$ cat src/rtl/uart_loop_pkg.sv
// rtl/uart_loop_pkg.sv - shared types, abort codes and defaults for the UART loopback sequencer
package uart_loop_pkg;

    localparam int         DEF_NUM_BYTES  = 256;
    localparam int         DEF_RX_TIMEOUT = 50000;
    localparam logic [7:0] DEF_SEED       = 8'h00;

    localparam logic [1:0] ERR_NONE    = 2'd0;
    localparam logic [1:0] ERR_TIMEOUT = 2'd1;
    localparam logic [1:0] ERR_OVF     = 2'd2;
    localparam logic [1:0] ERR_UNF     = 2'd3;

    typedef enum logic [2:0] {
        ST_IDLE,
        ST_SEND,
        ST_WAIT_RX,
        ST_WRITE,
        ST_DRAIN,
        ST_CHECK,
        ST_FIN
    } loop_state_t;

endpackage

$ cat src/rtl/uart_loop_cmp.sv
// rtl/uart_loop_cmp.sv - expected-byte counter, saturating mismatch counter and pass evaluation
module uart_loop_cmp
    import uart_loop_pkg::*;
#(
    parameter int         NUM_BYTES = DEF_NUM_BYTES,
    parameter logic [7:0] SEED      = DEF_SEED,
    localparam int        IW        = $clog2(NUM_BYTES + 1)
) (
    input  logic          sys_clk,
    input  logic          sys_rst_n,
    input  logic          clear,
    input  logic          step,
    input  logic          eval,
    input  logic [7:0]    data,
    input  logic [1:0]    code,
    output logic [IW-1:0] rd_idx,
    output logic [8:0]    err_cnt,
    output logic          pass
);

    logic [7:0] expected;
    logic [8:0] err_cnt_nxt;

    assign expected = SEED + 8'(rd_idx);

    // pass is evaluated on the same edge as the final compare, so it uses the next count
    always_comb begin
        err_cnt_nxt = err_cnt;
        if (step && (data != expected) && (err_cnt != 9'h1FF))
            err_cnt_nxt = err_cnt + 9'd1;
    end

    always_ff @(posedge sys_clk or negedge sys_rst_n) begin
        if (!sys_rst_n) begin
            rd_idx  <= '0;
            err_cnt <= '0;
            pass    <= 1'b0;
        end else if (clear) begin
            rd_idx  <= '0;
            err_cnt <= '0;
            pass    <= 1'b0;
        end else begin
            if (step)
                rd_idx <= rd_idx + IW'(1);
            err_cnt <= err_cnt_nxt;
            if (eval)
                pass <= (err_cnt_nxt == 9'd0) && (code == ERR_NONE);
        end
    end

endmodule

$ cat src/rtl/uart_loop_seq.sv
// rtl/uart_loop_seq.sv - UART self-loopback and FIFO test sequencer
module uart_loop_seq
    import uart_loop_pkg::*;
#(
    parameter int         NUM_BYTES  = DEF_NUM_BYTES,
    parameter int         RX_TIMEOUT = DEF_RX_TIMEOUT,
    parameter logic [7:0] SEED       = DEF_SEED
) (
    input  logic       sys_clk,
    input  logic       sys_rst_n,
    input  logic       start,
    output logic       tx_en,
    output logic [7:0] tx_data,
    input  logic       tx_busy,
    input  logic       rx_done,
    input  logic [7:0] rx_data,
    output logic       fifo_wr_en,
    output logic [7:0] fifo_din,
    input  logic       fifo_full,
    output logic       fifo_rd_en,
    input  logic [7:0] fifo_dout,
    input  logic       fifo_empty,
    output logic       busy,
    output logic       done,
    output logic       pass,
    output logic [8:0] err_cnt,
    output logic [1:0] err_code
);

    localparam int            IW       = $clog2(NUM_BYTES + 1);
    localparam int            TW       = $clog2(RX_TIMEOUT + 1);
    localparam logic [IW-1:0] LAST_IDX = IW'(NUM_BYTES - 1);
    localparam logic [IW-1:0] NUM_IDX  = IW'(NUM_BYTES);

    loop_state_t   state;
    logic [IW-1:0] idx;
    logic [IW-1:0] rd_idx;
    logic [TW-1:0] timer;
    logic          fin_go;
    logic [1:0]    fin_code;
    logic          clear;
    logic          step;

    assign clear = (state == ST_IDLE) && start;
    assign step  = (state == ST_CHECK);

    // FIFO strobes follow the registered state so the flag seen is the one at the write/read edge
    assign fifo_wr_en = (state == ST_WRITE) && !fifo_full;
    assign fifo_rd_en = (state == ST_DRAIN) && !fifo_empty;

    always_comb begin
        fin_go   = 1'b0;
        fin_code = ERR_NONE;
        case (state)
            ST_WAIT_RX: if (!rx_done && timer == '0) begin
                fin_go   = 1'b1;
                fin_code = ERR_TIMEOUT;
            end
            ST_WRITE: if (fifo_full) begin
                fin_go   = 1'b1;
                fin_code = ERR_OVF;
            end
            ST_DRAIN: if (fifo_empty && rd_idx < NUM_IDX) begin
                fin_go   = 1'b1;
                fin_code = ERR_UNF;
            end
            ST_CHECK: if (rd_idx == LAST_IDX) begin
                fin_go   = 1'b1;
                fin_code = ERR_NONE;
            end
            default: ;
        endcase
    end

    always_ff @(posedge sys_clk or negedge sys_rst_n) begin
        if (!sys_rst_n) begin
            state    <= ST_IDLE;
            idx      <= '0;
            timer    <= '0;
            tx_en    <= 1'b0;
            tx_data  <= 8'h00;
            fifo_din <= 8'h00;
            busy     <= 1'b0;
            done     <= 1'b0;
            err_code <= ERR_NONE;
        end else begin
            tx_en <= 1'b0;
            done  <= 1'b0;
            case (state)
                ST_IDLE: if (start) begin
                    state    <= ST_SEND;
                    busy     <= 1'b1;
                    idx      <= '0;
                    err_code <= ERR_NONE;
                end
                ST_SEND: if (!tx_busy) begin
                    tx_en   <= 1'b1;
                    tx_data <= SEED + 8'(idx);
                    timer   <= TW'(RX_TIMEOUT);
                    state   <= ST_WAIT_RX;
                end
                ST_WAIT_RX: begin
                    if (rx_done) begin
                        fifo_din <= rx_data;
                        state    <= ST_WRITE;
                    end else if (timer != '0) begin
                        timer <= timer - TW'(1);
                    end
                end
                ST_WRITE: if (!fifo_full) begin
                    idx   <= idx + IW'(1);
                    state <= (idx == LAST_IDX) ? ST_DRAIN : ST_SEND;
                end
                ST_DRAIN: state <= ST_CHECK;
                ST_CHECK: state <= ST_DRAIN;
                ST_FIN:   state <= ST_IDLE;
                default:  state <= ST_IDLE;
            endcase
            // done and the abort code appear in the FIN cycle itself
            if (fin_go) begin
                state    <= ST_FIN;
                done     <= 1'b1;
                busy     <= 1'b0;
                err_code <= fin_code;
            end
        end
    end

    uart_loop_cmp #(
        .NUM_BYTES (NUM_BYTES),
        .SEED      (SEED)
    ) u_cmp (
        .sys_clk   (sys_clk),
        .sys_rst_n (sys_rst_n),
        .clear     (clear),
        .step      (step),
        .eval      (fin_go),
        .data      (fifo_dout),
        .code      (fin_code),
        .rd_idx    (rd_idx),
        .err_cnt   (err_cnt),
        .pass      (pass)
    );

endmodule

$ cat config.mk
export PLATFORM = sky130hd
export DESIGN_NAME = uart_loop_seq
export DESIGN_NICKNAME = d
export VERILOG_FILES = /design/src/rtl/uart_loop_pkg.sv /design/src/rtl/uart_loop_cmp.sv /design/src/rtl/uart_loop_seq.sv
export SDC_FILE = /design/constraint.sdc
export NUM_CORES = 1
export LEC_CHECK = 0
export ABC_AREA = 1
export CAP_MARGIN = 10
export CORE_UTILIZATION = 35
export CTS_BUF_LIST = sky130_fd_sc_hd__clkbuf_16
export CTS_CLUSTER_SIZE = 20
export DETAILED_ROUTE_END_ITERATION = 6
export MAX_ROUTING_LAYER = met4
export PLACE_DENSITY_LB_ADDON = 0.12
export SLEW_MARGIN = 5
export SYNTH_ARGS = -nofsm -noshare
export SYNTH_HDL_FRONTEND = slang
export SYNTH_SLANG_ARGS = --single-unit
$ cat constraint.sdc
create_clock -name sys_clk -period 1.7 [get_ports sys_clk]
set_input_delay 0.255 -clock sys_clk [delete_from_list [all_inputs] [get_ports sys_clk]]
set_output_delay 0.255 -clock sys_clk [all_outputs]
set_load 0.05 [all_outputs]
# == Word-level counts from Yosys, hierarchy flattened ==
# Index checks and enable logic that the tools add are counted.
# word_totals
reg_bits,68
inputBits,23
out_inout_bits,33
# op_classes
n_addsub,4
n_lt_le_gt_ge,1
n_eq_ne,18
mux,38
n_bitwise,1
n_reduce_logical,28
# op_table
cell,n
9-bit 2-to-1 mux,6
16-bit 2-to-1 mux,3
16-bit case mux with 2 select lines,1
9-bit by 1-bit adder with 9-bit output (second input constant),3
9-bit by 8-bit equality test with 1-bit output (second input constant),2
3-bit 2-to-1 mux,6
3-bit case mux with 6 select lines,1
9-bit case mux with 2 select lines,1
16-bit zero test,1
16-bit nonzero test,1
16-bit by 1-bit subtractor with 16-bit output (second input constant),1
1-bit 2-to-1 mux,13
3-bit != test (second input constant),4
2-bit nonzero test,6
2-bit 2-to-1 mux,5
2-bit != test (second input constant),5
9-bit zero test,1
9-bit < comparator (second input constant),1
9-bit != test (second input constant),1
1-bit logical AND,8
8-bit != test,1
4-bit AND reduction,2
3-bit by 2-bit equality test with 1-bit output (second input constant),2
3-bit equality test (second input constant),2
other kinds (9),13

# == Depth between registers and ports, before layout ==
# depth
ltp_word,8
mapped_depth,15
depth_no_buf,15

# == By module ==
# A second synthesis with hierarchy kept.
# unflattened
cells_unflattened,518
hier_area_um2,3942.5
# modules_own_cells
module,instances,cells_each,area_per_inst_um2
uart_loop_seq,1,354,2713.9
uart_loop_cmp,1,164,1228.7

# == Worst setup path before layout ==
# No wires, ideal clock.
# synth_path
path_kind,reg-to-reg
start,reg u_cmp.err_cnt[0]
end,reg u_cmp.pass
arrival_ns,2.059
slack_ns,-0.425
stages_incl_launch_ff,15
cell_sequence,dfrtp_1 -> ha_1 -> nand3_1 -> nor3_1 -> ha_1 -> inv_1 -> nand3_4 -> inv_2 -> nand2_1 -> nand2_1 -> inv_1 -> nand2_1 -> nor2_1 -> nand2_1 -> nand2_1
# synth_between
elab_chain_len,7
# synth_lines
item,line,source
from (decl),uart_loop_cmp.sv:17,"output logic [8:0] err_cnt,"
from (signal assigned),uart_loop_cmp.sv:45,err_cnt <= err_cnt_nxt;
branches (longest 2 deep; another with 9-bit by 1-bit adder with 9-bit output),n/a,
9-bit 2-to-1 mux *,uart_loop_cmp.sv:29,if (step && (data != expected) && (err_cnt != 9'h1FF))
9-bit zero test *,uart_loop_cmp.sv:47,pass <= (err_cnt_nxt == 9'd0) && (code == ERR_NONE);
1-bit logical AND *,uart_loop_cmp.sv:47,
1-bit 2-to-1 mux *,uart_loop_cmp.sv:46,if (eval)
1-bit 2-to-1 mux *,uart_loop_cmp.sv:38,end else if (clear) begin
to (signal assigned),uart_loop_cmp.sv:47,
to (decl),uart_loop_cmp.sv:18,output logic pass
# Mark *: on every way between the ends. The select of a mux whose other input is x is not followed.
# A chain may end at the register's enable or synchronous reset.

# == Final worst setup path ==
# layout_path
start,reg state[1]
end,reg idx[7]
# layout_between
elab_chain_len,3
# layout_lines
item,line,source
from (decl),uart_loop_seq.sv:35,loop_state_t state;
from (signal assigned),uart_loop_seq.sv:112,state <= (idx == LAST_IDX) ? ST_DRAIN : ST_SEND;
3-bit by 2-bit equality test with 1-bit output or 3-bit zero test (tied branches),uart_loop_seq.sv:89,case (state)
2-bit != test (no source line) or 2-bit nonzero test (tied branches),n/a,
3-bit AND reduction (no source line),n/a,
to (signal assigned),uart_loop_seq.sv:111,idx <= idx + IW'(1);
to (decl),uart_loop_seq.sv:36,logic [IW-1:0] idx;
# Several ways; a longest one is shown, not always the timed one.

==> qor.log <==
[synthesis] total of flip-flops plus latches after synthesis 68
[synthesis] FFs w/ async S/R, synth 100%
[drt] vias post-DR 3372
[setup_path] worst flop-to-flop path startpoint state[1]
[global_routing] vias in the first global route 3211
[setup_path] Critical Path End Type flip-flop
[die] height of the chip 104 microns
[timing] setup repair after global routing missed its margin yes
[clock_tree] maximum count of clock buffers along a single path 2
[finish] Antenna Diode Count 0
[clock_tree] number of CTS-inserted buffers 9
[placement] pre-CTS setup slack -273 ps
[pwr] Pwr per Cell Area 1510 nW/um^2
[global_routing] gr usage total 17.4%
[global_routing] first-pass GRT wire length 14900 microns
[min_path] worst hold-check path type in -> async
[timing] crit path time final 1740 ps
[synthesis] share of the yosys chip area belonging to registers 46.7%
[placement] routability congestion estimate 0.839
[timing] worst slack on hold paths 469 ps
[pwr] peak supply drop 890 uV
[placement] Detail Placement HPWL 6240 microns
[drt] ANT nets after route 0
[drt] routed wire length 9050 microns
[finish] Non-Filler Cell Area, Final 5550 sq um
[timing] Final Hold Viols 0
[synthesis] number of instances in the synthesized netlist 438
[setup_path] crit-path max FO 5
[timing] final cycle utilization of the critical path 102%
[synthesis] cells taking the most area after synthesis sky130_fd_sc_hd__dfrtp_1, sky130_fd_sc_hd__nand2_1, sky130_fd_sc_hd__inv_1
[die] site row count 36
[finish] Layout area overhead 52.2%
[synthesis] largest area contributor in the netlist sky130_fd_sc_hd__dfrtp_1
[synthesis] post-synthesis instance area 3640 sq um
[die] Core Box Area 9950 sq um
[timing] number of setup violations in the final report 2
[placement] placed inst area 4720 sq um
[clock_tree] # clock sinks 68
[timing] TNS Setup -78.7 ps
[drt] Remaining DRCs 0
[setup_path] Worst setup startpoint state[1]
[drt] Pre-antenna DRT Iters 4
[placement] IO buf count 55
[global_routing] sum of overflow across all layers after global routing 0
[drt] post-DR wirelength/cell 12.7 microns
[clock_tree] clock latency on the worst-skew pair 330 ps
[timing] Max Clock Freq 575 MHz
[synthesis] synthesized netlist net count 469
[synthesis] top-area cell type share of the netlist area 46.7%
[finish] fraction of final layout cells sized beyond drive strength 1 41.3%
[setup_path] critical path start-end classification reg -> reg
[setup_path] required time of the critical path 1910 ps
[drt] number of vias per cell after detailed routing 4.74
[die] Die Width 104 microns
[clock_tree] CTS tree yes
[setup_path] Arrival @ worst endpoint 1950 ps
[die] Top-Level Pins 56
[clock_tree] CTS clk-pin slew, worst paths 60 ps
[finish] most frequent standard cell in the layout excluding fill and tap cells sky130_fd_sc_hd__buf_4
[synthesis] Primary FF master, synth sky130_fd_sc_hd__dfrtp_1
[finish] fill cell instance count of the final layout 905
[die] starting density of the core 36.6%
[finish] commonest cells after routing, fill and taps aside sky130_fd_sc_hd__buf_4, sky130_fd_sc_hd__nand2_1, sky130_fd_sc_hd__dfrtp_1, sky130_fd_sc_hd__inv_1, sky130_fd_sc_hd__nor2_1
[status] violations in the final reports setup timing
[timing] worst clock skew on the final layout 6.21 ps
[flow_run] Max-cap violations 0
[clock_tree] Max H-tree Level 3
[die] floorplan die area 10800 sq um
[finish] fin nets 605
[pwr] leakage dissipation 2.61 nW
[global_routing] antenna violations before repair 0
[synthesis] Synth cell types 42
[synthesis] Post-synth EDFFs 0
[drt] Iter 0 DRT Violations 142
[status] status finished, violations left
[timing] final number of max-transition violations 0
[setup_path] Critical Path Source Type flip-flop
[timing] post-layout worst setup margin -39.3 ps
[timing] relative slew slack 70.9%
[pwr] total chip power 8.35 mW
[timing] Worst Max-Slew Pin Slew 432 ps
[global_routing] largest net degree at the start of global routing 69
[synthesis] total of warnings raised by yosys 0
[clock_tree] Root Driver sky130_fd_sc_hd__clkbuf_16
[synthesis] post-synthesis average cell area 8.32 sq um
## routing by layer
metal / track usage (%) / share of wire (%) / vias to the layer above
li1: - / - / 1696
met1: 22.5 / 46 / 1617
met2: 28.0 / 50 / 48
met3: 2.44 / 2.3 / 11
met4: 5.82 / 1.2 / 0
met5: - / 0 / -
## Yosys cell counts, types with 2 or more instances
cell type and count:
sky130_fd_sc_hd__mux2_2 8, sky130_fd_sc_hd__nand2_2 5, sky130_fd_sc_hd__a21oi_1 20, sky130_fd_sc_hd__nand3_2 3, sky130_fd_sc_hd__nor2_4 3, sky130_fd_sc_hd__xnor2_1 6, sky130_fd_sc_hd__nand4_1 9, sky130_fd_sc_hd__clkbuf_1 3
sky130_fd_sc_hd__nand2_4 5, sky130_fd_sc_hd__xor2_1 5, sky130_fd_sc_hd__o31ai_1 3, sky130_fd_sc_hd__o21ai_0 20, sky130_fd_sc_hd__ha_1 8, sky130_fd_sc_hd__nor2_1 44, sky130_fd_sc_hd__nor3_1 10, sky130_fd_sc_hd__o21ai_1 4
sky130_fd_sc_hd__dfrtp_1 68, sky130_fd_sc_hd__nor4_1 3, sky130_fd_sc_hd__inv_1 51, sky130_fd_sc_hd__nand2_1 98, sky130_fd_sc_hd__a31oi_1 2, sky130_fd_sc_hd__nand3b_1 2, sky130_fd_sc_hd__nand2_8 2, sky130_fd_sc_hd__nand3_1 24
sky130_fd_sc_hd__inv_2 8, sky130_fd_sc_hd__nor2_2 8
## report_power, final
| part | leakage, nW | internal, mW | switching [mW] |
|---|---|---|---|
| Combinational | 1.58 | 1.52 | 2.36 |
| Clock | 0.163 | 1.43 | 0.692 |
| Sequential | 0.870 | 2.04 | 0.313 |
## what timing repair did
item | 4_1_cts | 5_1_grt
pin swaps | 9 | 31
gates cloned | 1 | 0
endpoints found under the setup margin | 10 | 36
setup buffers | 15 | 8
hold endpoints to repair | 68 | 0
resized for setup | 24 | 64
hold buffers | 1 | 0
## path summary, 6_finish.rpt
path	end	slack (ps)	cells past startpoint
max	idx[7]	-40	11
min	u_cmp.err_cnt[3]	470	3
max reg2reg	idx[7]	-40	11
min reg2reg	tx_data[7]	480	2
max in group asynchronous	u_cmp.err_cnt[4]	900	3
min in group sys_clk	tx_data[7]	480	2
## critical path, stage by stage (launching register included)
cell	delay, ps
sky130_fd_sc_hd__dfrtp_1	420
sky130_fd_sc_hd__or2_4	270
sky130_fd_sc_hd__buf_6	120
sky130_fd_sc_hd__nor2_4	80
sky130_fd_sc_hd__nand2_4	90
sky130_fd_sc_hd__nand2_8	100
sky130_fd_sc_hd__nand2_4	50
sky130_fd_sc_hd__nor2_4	100
sky130_fd_sc_hd__nand3_2	90
sky130_fd_sc_hd__nor2_2	110
sky130_fd_sc_hd__nand2_1	50
sky130_fd_sc_hd__nor3b_2	140
## metrics by stage
| stage | std cells | utilization (%) |
|---|---|---|
| 6_report | 712 | 55.7 |
| 5_1_grt | 712 | 55.7 |
| 4_1_cts | 706 | 53.0 |
| 3_5_place_dp | 673 | 47.4 |
| 3_3_place_gp | 673 | 47.4 |
| 2_1_floorplan | 438 | - |
## cell families (layout without fill, tap and decap cells)
| logic type | count (synthesis) | in the layout | share of synthesized area [%] |
|---|---|---|---|
| AOI/OAI and AO/OA | 54 | 54 | 8.07 |
| xor gates and xnor gates | 11 | 11 | 2.64 |
| muxes | 8 | 8 | 2.47 |
| buffers and inverters | 67 | 207 | 7.24 |
| adders and majority gates | 8 | 8 | 2.75 |
| DFF | 68 | 68 | 46.7 |
| and+or+nand+nor | 222 | 223 | 30.1 |
## registers in the layout (all words and copies together) (netlist names)
signal	count
timer	16
idx	9
u_cmp.err_cnt	9
u_cmp.pass	1
tx_data	8
u_cmp.rd_idx	9
state	3
err_code	2
tx_en	1
done	1
busy	1
fifo_din	8
## area by class of cell
class                      instances  area [sq um]  area share, %
inverter                          62           256           4.62
timing repair buffer             129          1090           19.7
multi-input combinational        304          1980           35.7
sequential                        68          1710           30.9
clock inverter                     7           115           2.08
tap                              133           166           3.00
clock buffer                       9           225           4.06
No activity file was read; power rests on OpenSTA's default activity.
